===== config.mk =====
export PLATFORM = sky130hd
export DESIGN_NAME = cond_unit
export DESIGN_NICKNAME = d
export VERILOG_FILES = /design/src/rtl/cond_unit.sv
export SDC_FILE = /design/constraint.sdc
export NUM_CORES = 1
export LEC_CHECK = 0
export ABC_AREA = 1
export CAP_MARGIN = 20
export CORE_UTILIZATION = 40
export CTS_BUF_LIST = sky130_fd_sc_hd__clkbuf_8
export DETAILED_ROUTE_END_ITERATION = 8
export SETUP_SLACK_MARGIN = 0.5
export SKIP_CTS_REPAIR_TIMING = 1
export SLEW_MARGIN = 15
export SYNTH_ARGS = -nofsm -noshare
export SYNTH_HDL_FRONTEND = slang
export SYNTH_SLANG_ARGS = --single-unit
export TNS_END_PERCENT = 100

===== constraint.sdc =====
create_clock -name clk -period 2.8 [get_ports clk]
set_clock_uncertainty 0.2 [all_clocks]
set_input_delay 0.56 -clock clk [delete_from_list [all_inputs] [get_ports clk]]
set_output_delay 0.56 -clock clk [all_outputs]
set_load 0.005 [all_outputs]

===== src/rtl/cond_unit.sv =====
// ============================================================================
// Module   : cond_unit
// Brief    : Execute-stage ARM condition evaluation, flag register, write
//            gating and executed/annulled instruction event counters.
// Revision : 1.0 - initial release
// ============================================================================
`default_nettype none

module cond_unit #(
    parameter int CNT_W = 32
) (
    input  logic             clk,
    input  logic             reset,
    input  logic             stall_e,
    input  logic             valid_e,
    input  logic [3:0]       cond_e,
    input  logic [1:0]       flag_write_e,
    input  logic [3:0]       alu_flags,
    input  logic             pc_src_e,
    input  logic             reg_write_e,
    input  logic             mem_write_e,
    input  logic             branch_e,
    output logic [3:0]       flags,
    output logic             cond_ex_e,
    output logic             pc_src_g,
    output logic             reg_write_g,
    output logic             mem_write_g,
    output logic             branch_taken_e,
    output logic [CNT_W-1:0] exec_count,
    output logic [CNT_W-1:0] annul_count
);

    localparam logic [3:0] c_EQ = 4'b0000;
    localparam logic [3:0] c_NE = 4'b0001;
    localparam logic [3:0] c_CS = 4'b0010;
    localparam logic [3:0] c_CC = 4'b0011;
    localparam logic [3:0] c_MI = 4'b0100;
    localparam logic [3:0] c_PL = 4'b0101;
    localparam logic [3:0] c_VS = 4'b0110;
    localparam logic [3:0] c_VC = 4'b0111;
    localparam logic [3:0] c_HI = 4'b1000;
    localparam logic [3:0] c_LS = 4'b1001;
    localparam logic [3:0] c_GE = 4'b1010;
    localparam logic [3:0] c_LT = 4'b1011;
    localparam logic [3:0] c_GT = 4'b1100;
    localparam logic [3:0] c_LE = 4'b1101;
    localparam logic [3:0] c_AL = 4'b1110;

    localparam logic [CNT_W-1:0] c_CNT_ONE = {{(CNT_W-1){1'b0}}, 1'b1};

    logic [3:0]       r_flags;
    logic [CNT_W-1:0] r_exec_cnt;
    logic [CNT_W-1:0] r_annul_cnt;

    logic w_n;
    logic w_z;
    logic w_c;
    logic w_v;
    logic w_pass;
    logic w_cond_ex;
    logic w_advance;

    assign w_n = r_flags[3];
    assign w_z = r_flags[2];
    assign w_c = r_flags[1];
    assign w_v = r_flags[0];

    // Evaluated on the registered flags only, so a flag-setting conditional
    // instruction is judged against the state before its own write.
    always_comb begin
        w_pass = 1'b0;
        case (cond_e)
            c_EQ:    w_pass = w_z;
            c_NE:    w_pass = ~w_z;
            c_CS:    w_pass = w_c;
            c_CC:    w_pass = ~w_c;
            c_MI:    w_pass = w_n;
            c_PL:    w_pass = ~w_n;
            c_VS:    w_pass = w_v;
            c_VC:    w_pass = ~w_v;
            c_HI:    w_pass = w_c & ~w_z;
            c_LS:    w_pass = ~w_c | w_z;
            c_GE:    w_pass = (w_n == w_v);
            c_LT:    w_pass = (w_n != w_v);
            c_GT:    w_pass = ~w_z & (w_n == w_v);
            c_LE:    w_pass = w_z | (w_n != w_v);
            c_AL:    w_pass = 1'b1;
            default: w_pass = 1'b0;
        endcase
    end

    assign w_cond_ex = w_pass & valid_e;
    assign w_advance = ~stall_e & valid_e;

    always_ff @(posedge clk) begin
        if (reset) begin
            r_flags     <= 4'b0000;
            r_exec_cnt  <= {CNT_W{1'b0}};
            r_annul_cnt <= {CNT_W{1'b0}};
        end else if (w_advance) begin
            if (w_cond_ex) begin
                if (flag_write_e[1]) begin
                    r_flags[3:2] <= alu_flags[3:2];
                end
                if (flag_write_e[0]) begin
                    r_flags[1:0] <= alu_flags[1:0];
                end
                r_exec_cnt <= r_exec_cnt + c_CNT_ONE;
            end else begin
                r_annul_cnt <= r_annul_cnt + c_CNT_ONE;
            end
        end
    end

    // Gated controls ignore stall; downstream registers honour it themselves.
    assign flags          = r_flags;
    assign cond_ex_e      = w_cond_ex;
    assign pc_src_g       = pc_src_e & w_cond_ex;
    assign reg_write_g    = reg_write_e & w_cond_ex;
    assign mem_write_g    = mem_write_e & w_cond_ex;
    assign branch_taken_e = branch_e & w_cond_ex;
    assign exec_count     = r_exec_cnt;
    assign annul_count    = r_annul_cnt;

endmodule

`default_nettype wire


==> metrics.txt <==
Root Driver=clkbuf_8; Seq cells post-synth=68; slew margin rel.=around 75%; top layer in use=met4; Reg2Reg Depth=13; num ports=91; Max Freq=~0.41 GHz; vias per inst=~5.2; row count=38; Final setup viols=0; vias in the first global route=4459; nets@finish=839; area delta synth->final=31.6%; Routed WL=14300 um; Pwr Density=~350 nW/um^2; Synth top area share=30.4%; CP Cell Sequence=buf_4 > buf_6 > nor2_2 > nand2_1 > nand2_1 > inv_2 > nand2_1 > nor2_2 > nand3_4 > nand2_4 > buf_4 > inv_4 > clkbuf_2; clk slew on worst S/H paths=70 ps; CTS tree=done; Synth cell types=25; P_leak=around 2.1 nW; post-synthesis average cell area=6.18 um^2; end point of the critical path=cond_ex_e; WL met3=roughly 960 um; PortBufs=90; Netlist Area Pre-Place=~4500 um^2; DR WL met2=between 5000 and 6000 um; H-tree depth=3; Hold Violations, Final=0; Stages on worst setup path=13; CP Buf/Inv Count=6; core outline area=10900 um^2; reg-to-reg slack, setup=520 ps; Overall Global Routing Usage=25.5%; final core occ=between 50% and 60%; number of diodes=0; RSZ-0062 raised after global routing=true; first-pass GRT wire length=roughly 23000 um; net count after synthesis=745; total die area=roughly 12000 um^2; Worst setup SP type=input pin; Clock Tree Buf Depth=2; Starting Density=between 40 and 50%; leading post-synthesis cells by cell area=dfxtp_1 (30%), nand2_1 (20%), nor2_1 (7.9%); non-filler cells, final=slightly below 1000; final period utilization=between 80% and 90%; crit path from=cond_e[0]; ys flop type=dfxtp_1; crit path capture type=output port; clk_lat worst skew=about 370 ps; share of layout cells above drive strength 1=between 10 and 15%; DRT Pass-1 Iters=5; initial antenna violation count=0; DIE HEIGHT=~110 um; clk sinks=68; Critical Setup Path Class=in2out; Critical R2R Launch=flags[3]$_SDFFE_PP0P_; layout filler cell count=around 1100; Worst R2R End=annul_count[28]$_SDFFE_PP0P_; DR vias=5056; Die X=108 um; area leader, netlist=dfxtp_1; DR iter-0 viols=~410; gp weighted congestion=about 0.91; async set-or-reset flop fraction in the synthesized netlist=0%; Overflow after GRT=0; Final Max Slew Viols=0; worst min-delay path class=reg2reg; Least-Margin Pin Slew=between 300 and 400 ps; Synth Warn #=0; crit path max-delay cell type=buf_4; hpwl dp=~11000 um; clock buffer count from CTS=9; status=finished clean; drt wl/cell=roughly 15 um; final instance area=between 5000 and 6000 um^2; Synth top cells by count=nand2_1 (243), nor2_1 (94), dfxtp_1 (68), a21oi_1 (64), nand3_1 (57); CP peak stage delay=between 100 and 150 ps; VDD IR max=~0.34 mV; post-layout min period=roughly 2400 ps; sequential area share after synthesis=30.4%; EDFF count, synth=0; DRC=0; CP Max Fanout=4; Worst Hold Path Cells=2; M1 WL=roughly 7200 um; DRT antenna net count=0; CP top delay family=buffers and inverters; max_cap viols=0; count leader, synth=nand2_1; placed instance area=about 5600 um^2; Power, Total=roughly 2.1 mW; CP arrival=approximately 1700 ps; CP Data Required Time=approximately 2000 ps; placed cells=~940; CP most frequent cell=nand2_1; Post-Syn Instances=slightly above 700; pin count of the biggest net entering global routing=44
[layout make-up]
class | count | area [um^2] | share of cell area, %
Tap cell | 140 | 175 | 2.97
Clock buffer | 12 | 165 | 2.80
Inverter | 45 | 179 | 3.03
Multi-Input combinational cell | 581 | 2900 | 49.2
Sequential cell | 68 | 1370 | 23.2
Timing Repair Buffer | 114 | 1090 | 18.5
Clock inverter | 4 | 16.3 | 0.276
[flip-flops by register name, summed over array words and instances (netlist names)]
name         count
annul_count     32
exec_count      32
flags            4
[cell usage in the layout, fill, tap and decap left out, types with 4 or more instances in the layout]
cell type and instances:
nand3b_1 13, buf_4 21, inv_4 4, nor2_1 84, nor2_2 4, nand2_2 4, xor2_1 32, clkdlybuf4s50_1 80
clkbuf_2 4, nand3_2 11, dfxtp_1 64, a21oi_1 64, clkbuf_8 12, nand2_1 237, inv_1 40, nor3_1 20
xnor2_1 9, nand3_1 55, nand4_1 28, nor2_4 7
[worst min-delay path by stage]
stage / startpoint / to / slack (ps)
after floorplan: annul_count[31]$_SDFFE_PP0P_ / annul_count[31]$_SDFFE_PP0P_ / 280
after global placement: annul_count[31]$_SDFFE_PP0P_ / annul_count[31]$_SDFFE_PP0P_ / 280
after detailed placement: exec_count[29]$_SDFFE_PP0P_ / exec_count[29]$_SDFFE_PP0P_ / 290
after CTS: exec_count[29]$_SDFFE_PP0P_ / exec_count[29]$_SDFFE_PP0P_ / 300
after global routing: exec_count[29]$_SDFFE_PP0P_ / exec_count[29]$_SDFFE_PP0P_ / 330
final: exec_count[29]$_SDFFE_PP0P_ / exec_count[29]$_SDFFE_PP0P_ / 300
[routing by layer]
layer,up-vias,GRT usage [%]
met5,-,0
met4,0,9.39
met3,18,4.12
met2,185,35.8
met1,2315,38.2
li1,2538,-
[logic make-up (layout without fill, tap and decap cells)]
group	after synthesis	count (layout)	share of synthesized area, %
AND/OR/NAND/NOR	470	470	45.8
flip-flops	68	68	30.4
AO/OA/AOI/OAI	68	68	7.73
adder cells (fa/ha/maj)	2	2	0.558
buffers and inverters	76	175	7.48
XOR/XNOR	41	41	8.01
[report_power, final]
part | switching [mW] | leakage (nW) | internal, mW
clock | 0.403 | 0.106 | 0.384
combinational | 0.181 | 1.44 | 0.107
sequential | 0.00674 | 0.550 | 0.971
[stage by stage]
stage                     hold WS, ps  setup slack [ps]  TNS (ps)
after floorplan                   276               490         0
after global placement            280              -483    -13800
after detailed placement          288              -526    -17690
after CTS                         298              -535     -2550
after global routing              326               285         0
final                             296               386         0
[tightest hold or removal path, cell delays in order (launching register included)]
cell and delay (ps):
dfxtp_1 340, nand2_1 70, a21oi_1 50
No activity file was read; power rests on OpenSTA's default activity.
